===== config.mk =====
export PLATFORM = sky130hd
export DESIGN_NAME = mb_sequencer
export DESIGN_NICKNAME = d
export VERILOG_FILES = /design/src/rtl/mb_pkg.sv /design/src/rtl/mb_return_stack.sv /design/src/rtl/mb_sequencer.sv
export SDC_FILE = /design/constraint.sdc
export NUM_CORES = 1
export LEC_CHECK = 0
export CORE_MARGIN = 5
export CORE_UTILIZATION = 40
export DETAILED_ROUTE_END_ITERATION = 10
export HOLD_SLACK_MARGIN = 0.1
export PLACE_DENSITY = 0.62
export REMOVE_ABC_BUFFERS = 1
export SLEW_MARGIN = 0
export SYNTH_ARGS = -nofsm -noshare
export SYNTH_HDL_FRONTEND = slang
export SYNTH_SLANG_ARGS = --single-unit

===== constraint.sdc =====
create_clock -name CLK -period 4.29 [get_ports CLK]
set_clock_uncertainty 0.2 [all_clocks]
set_input_delay 0.429 -clock CLK [delete_from_list [all_inputs] [get_ports CLK]]
set_output_delay 0.429 -clock CLK [all_outputs]
set_load 0.1 [all_outputs]

===== src/rtl/mb_pkg.sv =====
// mb_pkg: shared definitions for the Math Box program sequencer.
//   - op_t and the OP_* encodings of the per-cycle operation select
//   - decode_op(): picks one operation from the raw command inputs
//     (priority LOAD > CALL > RET > INC_EN > hold)
//   - sp_width() / idx_width(): widths of the return-stack pointer and RAM index
package mb_pkg;

  localparam int OP_W = 3;
  typedef logic [OP_W-1:0] op_t;

  // Encodings are ordered by priority: a larger value wins.
  localparam op_t OP_HOLD = 3'd0;
  localparam op_t OP_INC  = 3'd1;
  localparam op_t OP_RET  = 3'd2;
  localparam op_t OP_CALL = 3'd3;
  localparam op_t OP_LOAD = 3'd4;

  // Only the highest-priority asserted command is acted on.
  function automatic op_t decode_op(input logic load, input logic call,
                                    input logic ret, input logic inc);
    if (load)      return OP_LOAD;
    else if (call) return OP_CALL;
    else if (ret)  return OP_RET;
    else if (inc)  return OP_INC;
    else           return OP_HOLD;
  endfunction

  // The pointer must hold every value from 0 to depth (inclusive).
  function automatic int sp_width(input int depth);
    return $clog2(depth + 1);
  endfunction

  // Index into the stack RAM; at least one bit even for a single entry.
  function automatic int idx_width(input int depth);
    return (depth > 1) ? $clog2(depth) : 1;
  endfunction

endpackage


===== src/rtl/mb_return_stack.sv =====
// mb_return_stack: LIFO of return addresses for the Math Box sequencer.
// Ports:
//   CLK        in   clock, rising edge
//   RESET      in   asynchronous active-high reset of the pointer
//   push       in   write push_data on top (ignored when full)
//   pop        in   discard the top entry (ignored when empty)
//   push_data  in   ADDR_W return address to store
//   top        out  ADDR_W current top entry (0 when empty)
//   full       out  STACK_DEPTH entries held
//   empty      out  no entries held
// full/empty/top depend only on registered state.
module mb_return_stack
  import mb_pkg::*;
#(
  parameter int ADDR_W      = 8,
  parameter int STACK_DEPTH = 4
) (
  input  logic              CLK,
  input  logic              RESET,
  input  logic              push,
  input  logic              pop,
  input  logic [ADDR_W-1:0] push_data,
  output logic [ADDR_W-1:0] top,
  output logic              full,
  output logic              empty
);

  localparam int SP_W  = sp_width(STACK_DEPTH);
  localparam int IDX_W = idx_width(STACK_DEPTH);
  localparam logic [SP_W-1:0] DEPTH_V = SP_W'(STACK_DEPTH);
  localparam logic [SP_W-1:0] ONE     = SP_W'(1);

  logic [SP_W-1:0]   sp;
  logic [IDX_W-1:0]  wr_idx;
  logic [IDX_W-1:0]  rd_idx;
  logic              do_push;
  logic              do_pop;
  logic [ADDR_W-1:0] mem [STACK_DEPTH];

  assign full    = (sp == DEPTH_V);
  assign empty   = (sp == '0);
  assign do_push = push & ~full;
  assign do_pop  = pop & ~empty;

  // sp points at the next free slot; the top entry sits one below it.
  // Truncation is safe: writes only happen with sp < depth, reads with sp > 0.
  assign wr_idx = IDX_W'(sp);
  assign rd_idx = IDX_W'(sp - ONE);
  assign top    = empty ? '0 : mem[rd_idx];

  always_ff @(posedge CLK or posedge RESET) begin
    if (RESET) begin
      sp <= '0;
    end else if (do_push) begin
      sp <= sp + ONE;
    end else if (do_pop) begin
      sp <= sp - ONE;
    end
  end

  // RAM contents are meaningless after reset, so no reset is needed here.
  always_ff @(posedge CLK) begin
    if (do_push) begin
      mem[wr_idx] <= push_data;
    end
  end

endmodule


===== src/rtl/mb_sequencer.sv =====
// mb_sequencer: Math Box microcode program sequencer (ROM address generator).
// Ports:
//   CLK          in   clock, rising edge
//   RESET        in   asynchronous active-high reset
//   ADDR_IN      in   ADDR_W jump/call target
//   LOAD         in   PC <= ADDR_IN
//   CALL         in   push PC+1, PC <= ADDR_IN
//   RET          in   PC <= popped return address
//   INC_EN       in   PC <= PC+1 (wrap or saturate at max)
//   ERR_CLR      in   clear OVF/UNF (an error in the same cycle wins)
//   ROM_ADDR     out  ADDR_W registered program counter
//   WRAP         out  one-cycle pulse after an increment from max to 0
//   STACK_EMPTY  out  return stack empty
//   STACK_FULL   out  return stack full
//   OVF          out  sticky: CALL while full
//   UNF          out  sticky: RET while empty
// Every output comes from a register; no input reaches an output combinationally.
module mb_sequencer
  import mb_pkg::*;
#(
  parameter int                ADDR_W      = 8,
  parameter int                STACK_DEPTH = 4,
  parameter logic [ADDR_W-1:0] RESET_ADDR  = '0,
  parameter int                WRAP_EN     = 1
) (
  input  logic              CLK,
  input  logic              RESET,
  input  logic [ADDR_W-1:0] ADDR_IN,
  input  logic              LOAD,
  input  logic              CALL,
  input  logic              RET,
  input  logic              INC_EN,
  input  logic              ERR_CLR,
  output logic [ADDR_W-1:0] ROM_ADDR,
  output logic              WRAP,
  output logic              STACK_EMPTY,
  output logic              STACK_FULL,
  output logic              OVF,
  output logic              UNF
);

  op_t               op;
  logic              push;
  logic              pop;
  logic              ovf_set;
  logic              unf_set;
  logic [ADDR_W-1:0] ret_addr;
  logic [ADDR_W-1:0] stk_top;
  logic [ADDR_W-1:0] pc_next;
  logic              wrap_next;

  mb_return_stack #(
    .ADDR_W      (ADDR_W),
    .STACK_DEPTH (STACK_DEPTH)
  ) u_stack (
    .CLK       (CLK),
    .RESET     (RESET),
    .push      (push),
    .pop       (pop),
    .push_data (ret_addr),
    .top       (stk_top),
    .full      (STACK_FULL),
    .empty     (STACK_EMPTY)
  );

  // Return address wraps naturally at the top of the address space.
  assign ret_addr = ROM_ADDR + ADDR_W'(1);

  always_comb begin
    op        = decode_op(LOAD, CALL, RET, INC_EN);
    push      = (op == OP_CALL) && !STACK_FULL;
    pop       = (op == OP_RET) && !STACK_EMPTY;
    ovf_set   = (op == OP_CALL) && STACK_FULL;
    unf_set   = (op == OP_RET) && STACK_EMPTY;
    pc_next   = ROM_ADDR;
    wrap_next = 1'b0;
    case (op)
      OP_LOAD: pc_next = ADDR_IN;
      OP_CALL: if (!STACK_FULL)  pc_next = ADDR_IN;
      OP_RET:  if (!STACK_EMPTY) pc_next = stk_top;
      OP_INC: begin
        if (ROM_ADDR == '1) begin
          // Saturating build simply leaves pc_next at max.
          if (WRAP_EN != 0) begin
            pc_next   = '0;
            wrap_next = 1'b1;
          end
        end else begin
          pc_next = ROM_ADDR + ADDR_W'(1);
        end
      end
      default: ;
    endcase
  end

  always_ff @(posedge CLK or posedge RESET) begin
    if (RESET) begin
      ROM_ADDR <= RESET_ADDR;
      WRAP     <= 1'b0;
      OVF      <= 1'b0;
      UNF      <= 1'b0;
    end else begin
      ROM_ADDR <= pc_next;
      WRAP     <= wrap_next;
      // Setting takes precedence over a simultaneous clear.
      OVF      <= ovf_set | (OVF & ~ERR_CLR);
      UNF      <= unf_set | (UNF & ~ERR_CLR);
    end
  end

endmodule

# Word-level counts from Yosys, hierarchy flattened
# Memories as Yosys holds them, arrays and structs flattened.
# Cells that the tools add are included.
[op_classes] reduce_logical=10 n_eq_ne=8 bitwise=9 muxes=14 addsub=3
[ops] operator="8-bit case mux with 4 select lines" n=1
[ops] operator="8-bit two-way mux" n=3
[ops] operator="3-bit two-way mux" n=3
[ops] operator="8-bit by 1-bit adder with 8-bit output (second input constant)" n=1
[ops] operator="8-bit equality test (second input constant)" n=1
[ops] operator="3-bit by 2-bit equality test with 1-bit output (second input constant)" n=2
[ops] operator="3-bit equality test (second input constant)" n=2
[ops] operator="1-bit two-way mux" n=5
[ops] operator="1-bit AND" n=4
[ops] operator="1-bit logical AND" n=4
[ops] operator="2-bit two-way mux" n=2
[ops] operator="2-bit != test (second input constant)" n=2
[ops] operator="4-bit nonzero test" n=1
[ops] operator="3-bit by 1-bit adder with 3-bit output (second input constant)" n=1
[ops] operator="3-bit by 1-bit equality test with 1-bit output (second input constant)" n=1
[ops] operator="3-bit zero test" n=1
[ops] operator="1-bit inverter" n=3
[ops] operator="3-bit AND reduction" n=1
[ops] operator="3-bit by 1-bit subtractor with 3-bit output (second input constant)" n=1
[ops] operator="1-bit zero test" n=2
[ops] operator="1-bit OR" n=2
[ops] operator="2-bit nonzero test" n=1
[totals] elab_cells=50 memories=1 out_inout_bits=13 ramBits=32 register_bits=14
[memory_table] name="u_stack.mem" depth=4 word_bits=8 read_ports=1 rd_clocked_by_memory_dff=0 wr=1 line="mb_return_stack.sv:38" text="logic [ADDR_W-1:0] mem [STACK_DEPTH];"

# Depth between registers and ports, before layout
[logic_depth] ltp_word=9 ltp_mapped=8

# Hierarchy
# A second synthesis with hierarchy kept.
[hier_totals] cells_unflattened=164 hier_area_um2=2247.2
[modules_own_cells] mod="mb_return_stack" seq_area_each_um2=1036.0 instances=1 area_per_inst_um2=1491.4 cells_per_inst=82
[modules_own_cells] mod="mb_sequencer" seq_area_each_um2=275.3 instances=1 area_per_inst_um2=755.7 cells_per_inst=82

# Worst setup path before layout
# No wires, ideal clock.
[synth_path] path_kind="flip-flop to flip-flop" startpoint="reg ROM_ADDR[0]" endpoint="reg ROM_ADDR[6]" slack_ns=1.804 arrival_ns=2.204 path_stages_with_launch=6 synth_period_minus_slack_ns=2.486 cell_sequence="dfrtp_1 -> ha_1 -> nand3_4 -> or3_1 -> a21o_1 -> a31oi_1"
[synth_via] elab_chain_cells=3 word_cells_on_any_way=4
[synth_rtl] item="from (decl)" line="mb_sequencer.sv:34" text="output logic [ADDR_W-1:0] ROM_ADDR,"
[synth_rtl] item="from (signal assigned)" line="mb_sequencer.sv:103" text="ROM_ADDR <= pc_next;"
[synth_rtl] item="8-bit by 1-bit adder with 8-bit output / 8-bit equality test (equally long branches)" line="mb_sequencer.sv:89, mb_sequencer.sv:82"
[synth_rtl] item="8-bit two-way mux *" line="mb_sequencer.sv:82" text="if (ROM_ADDR == '1) begin"
[synth_rtl] item="8-bit case mux with 4 select lines *" line="mb_sequencer.sv:77" text="case (op)"
# Mark *: on every way between the ends. The rest lies on a longest branch, timed or not.
# A chain may end at the register's enable or synchronous reset.

# Worst setup path after layout
[layout_path] startpoint="reg u_stack.sp[0]" endpoint="out STACK_FULL"
[layout_via] elab_chain_cells=1
[layout_rtl] item="from (decl)" line="mb_return_stack.sv:33" text="logic [SP_W-1:0] sp;"
[layout_rtl] item="from (signal assigned)" line="mb_return_stack.sv:55" text="sp <= sp + ONE;"
[layout_rtl] item="from (signal assigned)" line="mb_return_stack.sv:57" text="sp <= sp - ONE;"
[layout_rtl] item="3-bit equality test" line="mb_return_stack.sv:40" text="assign full = (sp == DEPTH_V);"
[layout_rtl] item="to (decl)" line="mb_sequencer.sv:37" text="output logic STACK_FULL,"
# Every way passes these cells.

==> flow_metrics.py <==
metrics = {
    "floorplanning": {
        "die_h_um": 83.82,
        "rows": 26,
        "dieArea_um2": 7025,
        "ios": 28,
        "core-area_um2": 5205,
        "fp.dieW_um": 83.82,
        "initial_utilization_pct": 41.87,
    },
    "timing": {
        "fmax_mhz": 295.7,
        "finalSetupViolations": 0,
        "min_period_ns": 3.382,
        "tightest_slew_ns": 0.9790,
        "finalHoldViolCount": 0,
        "drv_slew": 0,
        "grt_setup_unrepaired": "no",
        "fin_crit_sh_pct": 78.84,
        "relSlewSlack_pct": 34.53,
        "tns_ns": 0,
    },
    "pwr": {
        "share_comb_of_total_power_pct": 42.2,
        "p_leak_uw": 0.0009587,
        "power_switching_uw": 659.0,
        "internal_power_uw": 927.0,
        "clkPwrFrac_pct": 16.2,
        "worst_ir_drop_vdd_mv": 0.2759,
        "power_frac_seq_pct": 41.6,
        "p_per_area_nw_per_um2": 606.8,
        "p_sw_share_pct": 41.55,
    },
    "critical_path": {
        "reg2reg_to": "ROM_ADDR[4]$_DFFE_PP0P_",
        "cp-end-kind": "primary output",
        "worstReg2RegStart": "u_stack.sp[0]$_DFFE_PP0P_",
        "worstSetupPathType": "flip-flop to primary output",
        "crit_arrival_ns": 2.75,
        "worstPathRequired_ns": 3.66,
        "crit_start": "u_stack.sp[0]$_DFFE_PP0P_",
        "critPathLaunchType": "flip-flop",
        "rrSetupSlack_ns": 1.52,
        "crit_fanout": 11,
        "reg2reg_depth": 5,
    },
    "drt": {
        "drtIter0Drc": 115,
        "drc_errors": 0,
        "first_pass_iters": 4,
        "detail_route.vias_per_cell": 5.478,
        "wl_per_cell_um": 18.60,
        "ant_nets": 0,
        "vias": 1397,
        "finalWirelength_mm": 4.744,
    },
    "cts": {
        "cts_setup_buffers": 0,
        "insertion_delay_ns": 0.30,
        "clk_pin_slew_ns": 0.08,
        "cts_made_buffers": 5,
        "root_buffer": "clkbuf_8",
        "clk_path_buf_depth": 2,
        "ctsResizeCount": 0,
        "cts_tree": "yes",
        "hold_buffers": 0,
        "cts-htree-levels": 2,
        "clock_sinks": 46,
    },
    "yosys": {
        "synth_top_area_share_pct": 44.09,
        "yosys_register_bits": 46,
        "synth.distinct_cells": 41,
        "yosys.area.top_type": "edfxtp_1",
        "yosysWarnings": 0,
        "syn_area_um2": 2180,
        "yosysSeqAreaShare_pct": 60.16,
        "synth_area_leaders": "edfxtp_1 44%, dfrtp_1 16%, mux4_2 5.2%",
        "syn_inst": 152,
        "syn_avg_cell_area_um2": 14.34,
    },
    "placement": {
        "dp_hpwl_mm": 3.262,
        "gp_congestion": 0.7867,
        "port-buffer-count": 27,
        "dp_cells": 247,
    },
    "layout": {
        "final_common_cell": "edfxtp_1",
        "final_cell_mix": "32 x edfxtp_1, 27 x clkdlybuf4s50_1, 14 x dfrtp_1",
        "diodes": 0,
        "final_layout_size_suffix_gt1_share_pct": 10.27,
        "post-route-util_pct": 50.22,
        "final_cells": 255,
        "fin_nets": 205,
        "syn_to_final_growth_pct": 19.92,
    },
    "global_route": {
        "grt_pass1_vias": 1460,
        "grt_pass1_wl_mm": 7.797,
        "gr-usage-all-layers_pct": 14.55,
        "grt_max_degree": 17,
        "overflow": 0,
        "antenna_found_initial": 0,
    },
    "hold_path": {
        "worstHoldPathCells": 1,
        "min_to": "OVF$_DFF_PP0_",
        "hp-class": "flip-flop to flip-flop",
        "hp-start": "OVF$_DFF_PP0_",
    },
    "outcome": {
        "status": "finished, final reports clean",
    },
    "flow_run": {
        "max_cap_viol_count": 0,
    },
}
-- registers in the layout, summed over array words and instances (netlist names) --
| register | count |
|---|---|
| ROM_ADDR | 8 |
| WRAP | 1 |
| u_stack.mem | 32 |
| u_stack.sp | 3 |
| UNF | 1 |
| OVF | 1 |
-- cell usage after synthesis --
library cell and instances:
a22o_1 4, buf_6 1, inv_1 8, o21a_1 1
mux4_1 3, a22oi_1 4, a211o_1 1, a222oi_1 1
nand2_1 7, nor3_1 2, dfrtp_1 14, edfxtp_1 32
nand3_4 1, xor2_1 1, o21ai_1 4, a21o_1 4
o22a_1 1, a21oi_1 4, nand2b_1 3, nand4_1 2
nor4b_2 1, nor2_1 8, or4b_4 1, mux4_2 5
o2bb2ai_1 1, o21ba_1 1, buf_1 1, or3_1 3
a31oi_1 4, buf_2 2, a211oi_1 1, nor3b_2 2
and3b_1 1, and2_1 3, nor3b_1 1, o21ai_0 4
nand3_1 2, xnor2_1 3, ha_1 6, nand3b_1 1
a221o_1 3
-- through the flow --
stage | hold WS, ns | worst slack (ns) | total power [uW] | instance area [um2]
5_1_grt | 0.3282 | 0.6760 | 1675 | 2614
2_1_floorplan | 0.1182 | 1.804 | 1161 | 2155
3_5_place_dp | 0.2732 | 1.217 | 1346 | 2527
3_3_place_gp | 0.2923 | 1.262 | 1327 | 2527
4_1_cts | 0.2961 | 0.8820 | 1605 | 2614
6_report | 0.2899 | 0.9079 | 1586 | 2614
-- layer usage --
metal	track usage, %	wire length (um)
met3	4.146	237
met5	0	0
met2	23.36	2303
met1	19.15	2139
met4	4.386	63
-- layout make-up --
type / count / area [um2]
multi-input combinational: 94 / 813.3
timing repair buffer: 29 / 285.3
clock inverter: 2 / 13.76
clock buffer: 6 / 72.57
sequential: 46 / 1311
inverter: 8 / 30.03
tap: 70 / 87.58
fill: 474 / 2591
-- worst max-delay path by stage --
stage	end
2_1_floorplan	ROM_ADDR[6]$_DFFE_PP0P_
3_3_place_gp	STACK_FULL
3_5_place_dp	STACK_EMPTY
4_1_cts	STACK_FULL
5_1_grt	STACK_EMPTY
6_report	STACK_FULL
-- power groups by stage --
| stage | logic (uW) | clock network, uW | registers (uW) |
|---|---|---|---|
| after CTS | 678 | 266 | 660 |
| after detailed placement | 676 | 0 | 670 |
| final | 669 | 257 | 660 |
| after floorplan | 360 | 0 | 801 |
| after global routing | 715 | 286 | 674 |
| after global placement | 662 | 0 | 664 |
-- kinds of logic (layout without fill, tap and decap cells) --
| kind of cell | Yosys count | in the layout | share of synthesized area [%] |
|---|---|---|---|
| flops | 46 | 46 | 60.16 |
| compound gates | 38 | 38 | 12.46 |
| simple gates | 38 | 38 | 11.02 |
| buf+inv | 12 | 45 | 2.526 |
| mux | 8 | 8 | 8.783 |
| fa+ha+maj | 6 | 6 | 3.444 |
| xor+xnor | 4 | 4 | 1.608 |
-- worst max-delay path, stage by stage, from the launching register on --
cell,delay (ns)
dfrtp_1,0.62
inv_1,0.25
ha_1,0.26
nand2_1,0.11
inv_1,0.09
clkdlybuf4s50_1,1.13
No activity file was read; power rests on OpenSTA's default activity.
